$ cat config.mk
export PLATFORM = sky130hd
export DESIGN_NAME = aim_result_drain
export DESIGN_NICKNAME = d
export VERILOG_FILES = /design/src/rtl/aim_result_drain.sv
export SDC_FILE = /design/constraint.sdc
export NUM_CORES = 1
export LEC_CHECK = 0
export BUFFER_PORTS_ARGS = -buffer_cell sky130_fd_sc_hd__buf_4
export CAP_MARGIN = 20
export CORE_ASPECT_RATIO = 1.2
export CORE_MARGIN = 4
export CORE_UTILIZATION = 55
export DETAILED_ROUTE_END_ITERATION = 8
export HOLD_SLACK_MARGIN = 0.1
export PLACE_DENSITY_LB_ADDON = 0.12
export SLEW_MARGIN = 20
export SYNTH_ARGS = -nofsm -noshare
export SYNTH_HDL_FRONTEND = slang
export SYNTH_SLANG_ARGS = --single-unit
$ cat constraint.sdc
create_clock -name i_clk -period 6.9 [get_ports i_clk]
set_clock_uncertainty 0.05 [all_clocks]
set_input_delay 0.69 -clock i_clk [delete_from_list [all_inputs] [get_ports i_clk]]
set_output_delay 0.69 -clock i_clk [all_outputs]
set_load 0.1 [all_outputs]
$ cat src/rtl/aim_result_drain.sv
// aim_result_drain
//   Serialises the AIM matcher's parallel result vectors. When i_finish pulses, the
//   block captures the lane flags, the per-lane positions and the iteration tag. It
//   then emits the flagged lanes, lowest lane first, as a valid/ready stream. Each
//   frame ends with a one-cycle o_done pulse and the number of beats sent.
//
//   Optional build macro: AIM_DRAIN_OVERRUN_EN adds a sticky o_overrun output. It
//   flags an i_finish that arrives while a frame is still in flight.
//
// Ports
//   i_clk, i_rst      clock; synchronous active-high reset
//   i_finish          one-cycle pulse, result vectors valid this cycle
//   i_ite             iteration tag of the result set
//   i_valid           per-lane match flag (bit i = lane i)
//   i_pos             per-lane position, unpacked [0:LANES-1]
//   i_out_ready       downstream ready
//   o_out_valid       stream beat valid
//   o_out_lane        lane index of the beat
//   o_out_pos         captured position of that lane
//   o_out_ite         captured iteration tag
//   o_out_last        final beat of the frame
//   o_busy            frame captured and not yet drained
//   o_done            one-cycle end-of-frame pulse
//   o_count           beats emitted in the last completed frame
//   o_overrun         (AIM_DRAIN_OVERRUN_EN only) sticky overlapping-finish flag
module aim_result_drain #(
  parameter int LANES = 32,
  parameter int POS_W = 9,
  parameter int IDX_W = 5,
  parameter int ITE_W = 3
) (
  input  logic             i_clk,
  input  logic             i_rst,
  input  logic             i_finish,
  input  logic [ITE_W-1:0] i_ite,
  input  logic [LANES-1:0] i_valid,
  input  logic [POS_W-1:0] i_pos [0:LANES-1],
  input  logic             i_out_ready,
  output logic             o_out_valid,
  output logic [IDX_W-1:0] o_out_lane,
  output logic [POS_W-1:0] o_out_pos,
  output logic [ITE_W-1:0] o_out_ite,
  output logic             o_out_last,
  output logic             o_busy,
  output logic             o_done,
  output logic [IDX_W:0]   o_count
`ifdef AIM_DRAIN_OVERRUN_EN
  ,
  output logic             o_overrun
`endif
);

  typedef enum logic [1:0] {IDLE, SEND, DONE} state_t;

  state_t           state_p0;
  state_t           state_nx;
  logic [LANES-1:0] mask_p0;
  logic [POS_W-1:0] pos_p0 [0:LANES-1];
  logic [ITE_W-1:0] ite_p0;
  logic [IDX_W:0]   cnt_p0;
  logic [IDX_W:0]   count_p0;
  logic [IDX_W-1:0] lane;
  logic             hs;

  function automatic logic one_left(input logic [LANES-1:0] m);
    return (m != '0) && ((m & (m - LANES'(1))) == '0);
  endfunction

  // Lowest set bit of the remaining mask. The loop scans from the top down, so the
  // last hit wins.
  always_comb begin
    lane = '0;
    for (int i = LANES - 1; i >= 0; i--) begin
      if (mask_p0[i]) lane = IDX_W'(i);
    end
  end

  assign hs = (state_p0 == SEND) && i_out_ready;

  // Stage p0: FSM state register
  always_ff @(posedge i_clk) begin
    if (i_rst) state_p0 <= IDLE;
    else       state_p0 <= state_nx;
  end

  // Outputs are driven from registered state only. o_count exposes the running
  // counter while o_done is high, so the count and the done pulse appear together.
  always_comb begin
    state_nx    = state_p0;
    o_out_valid = 1'b0;
    o_out_lane  = '0;
    o_out_pos   = '0;
    o_out_ite   = '0;
    o_out_last  = 1'b0;
    o_busy      = 1'b0;
    o_done      = 1'b0;
    o_count     = count_p0;
    case (state_p0)
      IDLE: begin
        if (i_finish) state_nx = (i_valid != '0) ? SEND : DONE;
      end
      SEND: begin
        o_out_valid = 1'b1;
        o_busy      = 1'b1;
        o_out_lane  = lane;
        o_out_pos   = pos_p0[lane];
        o_out_ite   = ite_p0;
        o_out_last  = one_left(mask_p0);
        if (i_out_ready && one_left(mask_p0)) state_nx = DONE;
      end
      DONE: begin
        o_done   = 1'b1;
        o_count  = cnt_p0;
        state_nx = IDLE;
      end
      default: state_nx = IDLE;
    endcase
  end

  // Stage p0: captured result set, drain mask and beat counters
  always_ff @(posedge i_clk) begin
    if (i_rst) begin
      mask_p0  <= '0;
      ite_p0   <= '0;
      cnt_p0   <= '0;
      count_p0 <= '0;
      for (int i = 0; i < LANES; i++) pos_p0[i] <= '0;
    end else begin
      case (state_p0)
        IDLE: begin
          cnt_p0 <= '0;
          if (i_finish) begin
            mask_p0 <= i_valid;
            ite_p0  <= i_ite;
            for (int i = 0; i < LANES; i++) pos_p0[i] <= i_pos[i];
          end
        end
        SEND: begin
          if (hs) begin
            mask_p0[lane] <= 1'b0;
            cnt_p0        <= cnt_p0 + (IDX_W+1)'(1);
          end
        end
        DONE:    count_p0 <= cnt_p0;
        default: ;
      endcase
    end
  end

`ifdef AIM_DRAIN_OVERRUN_EN
  // Stage p0: sticky overrun flag. The dropped result set is never captured.
  always_ff @(posedge i_clk) begin
    if (i_rst)                               o_overrun <= 1'b0;
    else if (i_finish && state_p0 != IDLE)   o_overrun <= 1'b1;
  end
`endif

endmodule

### Yosys cells after proc, flatten, opt, wreduce, memory -nomap -nowiden

Memory sizes are Yosys's and may differ from the RTL's.
Index checks and enable logic that the tools add are counted.
W data, S select, Z words.

| storage, ports and cells | value |
|---|---|
| register bits | 49 |
| memory bits (writable) | 288 |
| bits of input ports | 327 |
| output and inout bits | 27 |
| word-level logic and storage cells | 151 |
| memories | 1 |

Memory list:

| name | depth | bits a word | read ports | clocked after Yosys merged registers in | write ports | line | RTL |
|---|---|---|---|---|---|---|---|
| pos_p0 | 32 | 9 | 1 | 0 | 32 | 58 | `logic [POS_W-1:0] pos_p0 [0:LANES-1];` |

| operators by class | value |
|---|---|
| add/sub/neg operators | 2 |
| order comparisons | 2 |
| equality and inequality tests | 5 |
| muxes and demuxes | 88 |
| bitwise logic cells | 35 |
| reductions and logical operators | 13 |

Operators by type and width:

| kind | number |
|---|---|
| $mux W9 | 33 |
| $mux W5 | 33 |
| $and A32 B32 Y32 | 2 |
| $mux W32 | 2 |
| $pmux W32 S2 | 1 |
| $reduce_bool A32 Y1 | 2 |
| $logic_not A32 Y1 | 1 |
| $not A32 Y32 | 1 |
| $or A1 B1 Y1 | 32 |
| $sub A32 B1 Y32 const B | 1 |
| $mux W6 | 2 |
| $pmux W6 S2 | 1 |
| $mux W1 | 10 |
| $add A6 B1 Y6 const B | 1 |
| $lt A5 B6 Y1 const B | 1 |
| $mux W2 | 3 |
| $reduce_and A2 Y1 | 3 |
| $demux W1 S5 | 1 |
| $ge A5 B1 Y1 const B | 1 |
| $logic_and A1 B1 Y1 | 4 |
| $ne A2 B2 Y1 const B | 2 |
| $pmux W2 S2 | 1 |
| $mux W3 | 1 |
| $reduce_and A3 Y1 | 1 |
| other kinds (5) | 5 |

### Longest topological paths before layout

| depth | value |
|---|---|
| depth after elaboration | 40 |
| depth in mapped cells | 12 |
| gate-level depth less buffers | 8 |

### Worst setup path after synthesis

Ideal clock, no wire load.

| path | value |
|---|---|
| path kind | reg2out |
| start | register mask_p0[8] |
| end | output port o_out_pos[7] |
| arrival time | 6,908 ps |
| data required time | 6,160 ps |
| slack | -748 ps |
| stages on the path, launching flop included | 12 |
| buffers on the path | 3 |
| cells stage by stage | dfxtp_1 clkbuf_1 nor3b_1 a2111oi_0 nand3_1 o211a_1 buf_2 buf_2 mux2i_1 a221oi_1 nand3_1 a2111oi_0 |

| on the way | value |
|---|---|
| longest elaborated chain between the ends | 11 |

RTL lines:

| item | line | RTL |
|---|---|---|
| start: declaration | 57 | `logic [LANES-1:0] mask_p0;` |
| start signal: assignment | 133 | `mask_p0 <= i_valid;` |
| $mux W5 (9 in a row) | 74 | `if (mask_p0[i]) lane = IDX_W'(i);` |
| $mem_v2 Z32 W9 | -- |  |
| $mux W9 | 98 | `case (state_p0)` |
| end: declaration | 41 | `output logic [POS_W-1:0] o_out_pos,` |

No other way between the ends.

### Worst setup path in the final report

| path | value |
|---|---|
| start | register mask_p0[13] |
| end | output port o_out_pos[3] |

| on the way | value |
|---|---|
| longest elaborated chain between the ends | 16 |

RTL lines:

| item | line |
|---|---|
| $mux W5 (14 in a row) | 74 |
| $mem_v2 Z32 W9 | -- |
| $mux W9 | 98 |

No other way between the ends.

==> metrics <==
status=finished, final reports clean; final setup violation count=0; starting density of the core=56.0%; Routed wire per std cell=~23 um; crit start category=flop; layout cells sized above 1=a little over a quarter; CP Cell Sequence=nor2b_1 > o21a_1 > o41ai_1 > o211a_4 > buf_4 > mux2i_1 > a22oi_1 > nand4_1 > a2111oi_1 > buf_4; internal power=4010 uW; CTS root buf=clkbuf_16; antenna viol nets, final=0; CP startpoint=mask_p0[13]; Synth Area in Simple Gates=20.1%; aggregate negative setup slack=0 ns; VDD IR-drop max=a little over 0.0002 V; Clock Sinks=337; WHS Path Cells=3; Worst Path Buf+Inv=2; total gr overflow=0; area of the die=approximately 32,000 um2; Die Y=~200 um; die width=164 um; most frequent cells in the layout=buf_4 (367), edfxtp_1 (288), and2_1 (176); Num CTS Buffers=35; Via Count=12,200; DRT Pass-1 Iters=5; WL final=between 40 and 50 mm; Tightest Pin Transition=1.11 ns; delay-heaviest family, CP=compound AO/OA/AOI/OAI gates; post-synthesis adder-cell area fraction=0.139%; Slew HR=25.9%; Skew-Pair Late Insertion Delay=~0.52 ns; multiplexer area fraction after synthesis=7.70%; Clk network pwr share=33.8%; critical path endpoint=o_out_pos[3]; Reg2Reg Setup Slack=roughly 3.2 ns; sw power=1660 uW; R2R depth=8; # diodes=0; Crit Path Category=reg2out; worst path required time=6.16 ns; Clock transition at path regs=0.07 ns; Most used DFF post-synth=edfxtp_1; core box area=slightly below 30,000 um2; Post-synth EDFFs=288; cts hold-fix bufs=0; cell taking the most area after synthesis=edfxtp_1; Placed Instance Area=19,100 um2; commonest non-fill, non-tap cell in the layout=buf_4; FP Rows=68; syn_nets=around 1,700; WP depth=10; power density cells=280 nW/um2; Max Fanout on Critical Path=between 50 and 60; DR iter-0 viols=1,100; yosys warns=0; post-synthesis cell area=16,200 um2; Final Max Tran Viols=0; Syn-to-layout area delta=25.2%; RSZ-0062 raised after global routing=false; r2r endpoint=mask_p0[20]; synth top area cells=edfxtp_1 (54%), mux2i_1 (7.0%), and2_1 (6.8%), dfxtp_1 (6.1%), nor2b_1 (5.4%); Hold Fails Final Rpt=0; io pins=354; H-tree levels=2; LEAKAGE=0.00817 uW; Gate power share=22.4%; initial antenna violation count=0; Total GRT Usage=29.5%; Max Cap Violations=0; DRC=0; filler instances=approximately 2,100; switch share=around 30%; crit-path max cell delay=0.88 ns; largest net degree at the start of global routing=172; Post-synth ARST share=0%; CTS tree=done; Seq pwr share=43.8%; Worst EP arrival=4.75 ns; Max Fclk=0.182 GHz; sequential share of the synthesized area=59.6%; Layout Nets=approximately 2,000; XOR/XNOR share of the synthesized area=less than 1%; post-CTS sizing=0; Post-CTS Setup Bufs=0; FF-to-FF Start=mask_p0[6]; Synth cell types=60; clk buf depth=3; Avg Inst Size Synth=11.6 um2; Avg Vias per Cell=about 5.8; GPL Wtd Cong=between 0.9 and 1; CP Capture Type=output pin; Tmin final=around 5.5 ns; Final Cycle Share=79.6%; #FFs+latches synth=about 340; vias in the first global route=between 10,000 and 15,000; Port Buffers=353; largest family of logic cells by synthesized area=simple AND/OR/NAND/NOR gates; crit-path most repeated cell=buf_4; first-pass GRT wire length=roughly 72 mm; post-synth top area share=53.5%; detailed placement HPWL=35.0 mm; compound-gate portion of the synthesized area=about a tenth; slowest CP cell=o211a_4; final instance area=20,200 um2; Post-Syn Instances=1,391; Worst Hold Class=in2reg
[cells in the mapped netlist (11+ instances only)]
| cell type | n |
|---|---|
| nand2_1 | 129 |
| a32oi_1 | 18 |
| edfxtp_1 | 288 |
| buf_2 | 22 |
| inv_1 | 13 |
| nor4_1 | 15 |
| nor2b_1 | 139 |
| nor2_1 | 51 |
| clkbuf_1 | 72 |
| nand3_1 | 14 |
| o21ai_0 | 42 |
| a21oi_1 | 79 |
| nand4_1 | 16 |
| nor3_1 | 11 |
| mux2i_1 | 113 |
| a22oi_1 | 25 |
| and2_1 | 176 |
| dfxtp_1 | 49 |
[through the flow]
stage                     total power (uW)  std cells  utilization, %  hold slack, ns  setup slack [ns]
after global routing                  5870       2109            70.1           0.373              1.14
after global placement                3760       2046            66.1           0.418              2.05
after detailed placement              3780       2046            66.1           0.430              1.98
after CTS                             5690       2109            70.1           0.348              1.41
final                                 5670       2109            70.1           0.365              1.41
after floorplan                       3310       1391               -           0.402             0.612
[how the worst min path moves through the flow]
stage | start | slack (ns) | to
finish | i_ite[2] | 0.37 | ite_p0[2]
detailed placement | ite_p0[1] | 0.43 | ite_p0[1]
global route | i_valid[27] | 0.37 | mask_p0[27]
floorplan | ite_p0[0] | 0.40 | ite_p0[0]
CTS | i_ite[2] | 0.35 | ite_p0[2]
global placement | ite_p0[1] | 0.42 | ite_p0[1]
[state kept, by name, indices dropped and copies added, names as in the netlist]
register  flops
mask_p0      32
ite_p0        3
count_p0      6
cnt_p0        6
pos_p0      288
state_p0      2
[cell type report]
type / instances / area (um2) / area share (%)
flip-flops and latches: 337 / 9630 / 47.6
multi-input cells: 942 / 6110 / 30.2
repair buffers: 369 / 2790 / 13.8
clock buffers: 49 / 1000 / 4.95
well taps: 385 / 482 / 2.38
clock inverters: 14 / 170 / 0.841
inverters: 13 / 48.8 / 0.241
[kinds of logic (layout without fill, tap and decap cells)]
group	Yosys count	in the layout
fa+ha+maj	2	2
flops	337	337
compound gates	232	232
xor+xnor	4	4
simple gates	581	581
buf+inv	112	445
mux	123	123
[power by group through the flow]
stage	sequential, uW	clock [uW]	combinational [uW]
final	2480	1920	1270
after global routing	2490	2030	1340
after CTS	2480	1940	1270
after detailed placement	2520	0	1260
after global placement	2520	0	1250
after floorplan	2490	0	821
[routing by layer]
layer / share of wire, % / routed length (um) / track usage (%)
met2: 50 / 24800 / 50.9
met5: 0 / 0 / 0
met4: 4.0 / 1950 / 11.2
met3: 7.8 / 3850 / 4.85
met1: 38 / 18500 / 37.2
[worst register-to-register path, stage by stage (launching register included)]
cell and delay [ns]:
dfxtp_1 0.55, nor2_1 0.14, a2111oi_0 0.73, o211ai_1 0.26, o211a_4 0.52, nor2_1 0.85, a21oi_1 0.15, o21ai_0 0.19
a21oi_1 0.08
No activity file was read; power rests on OpenSTA's default activity.
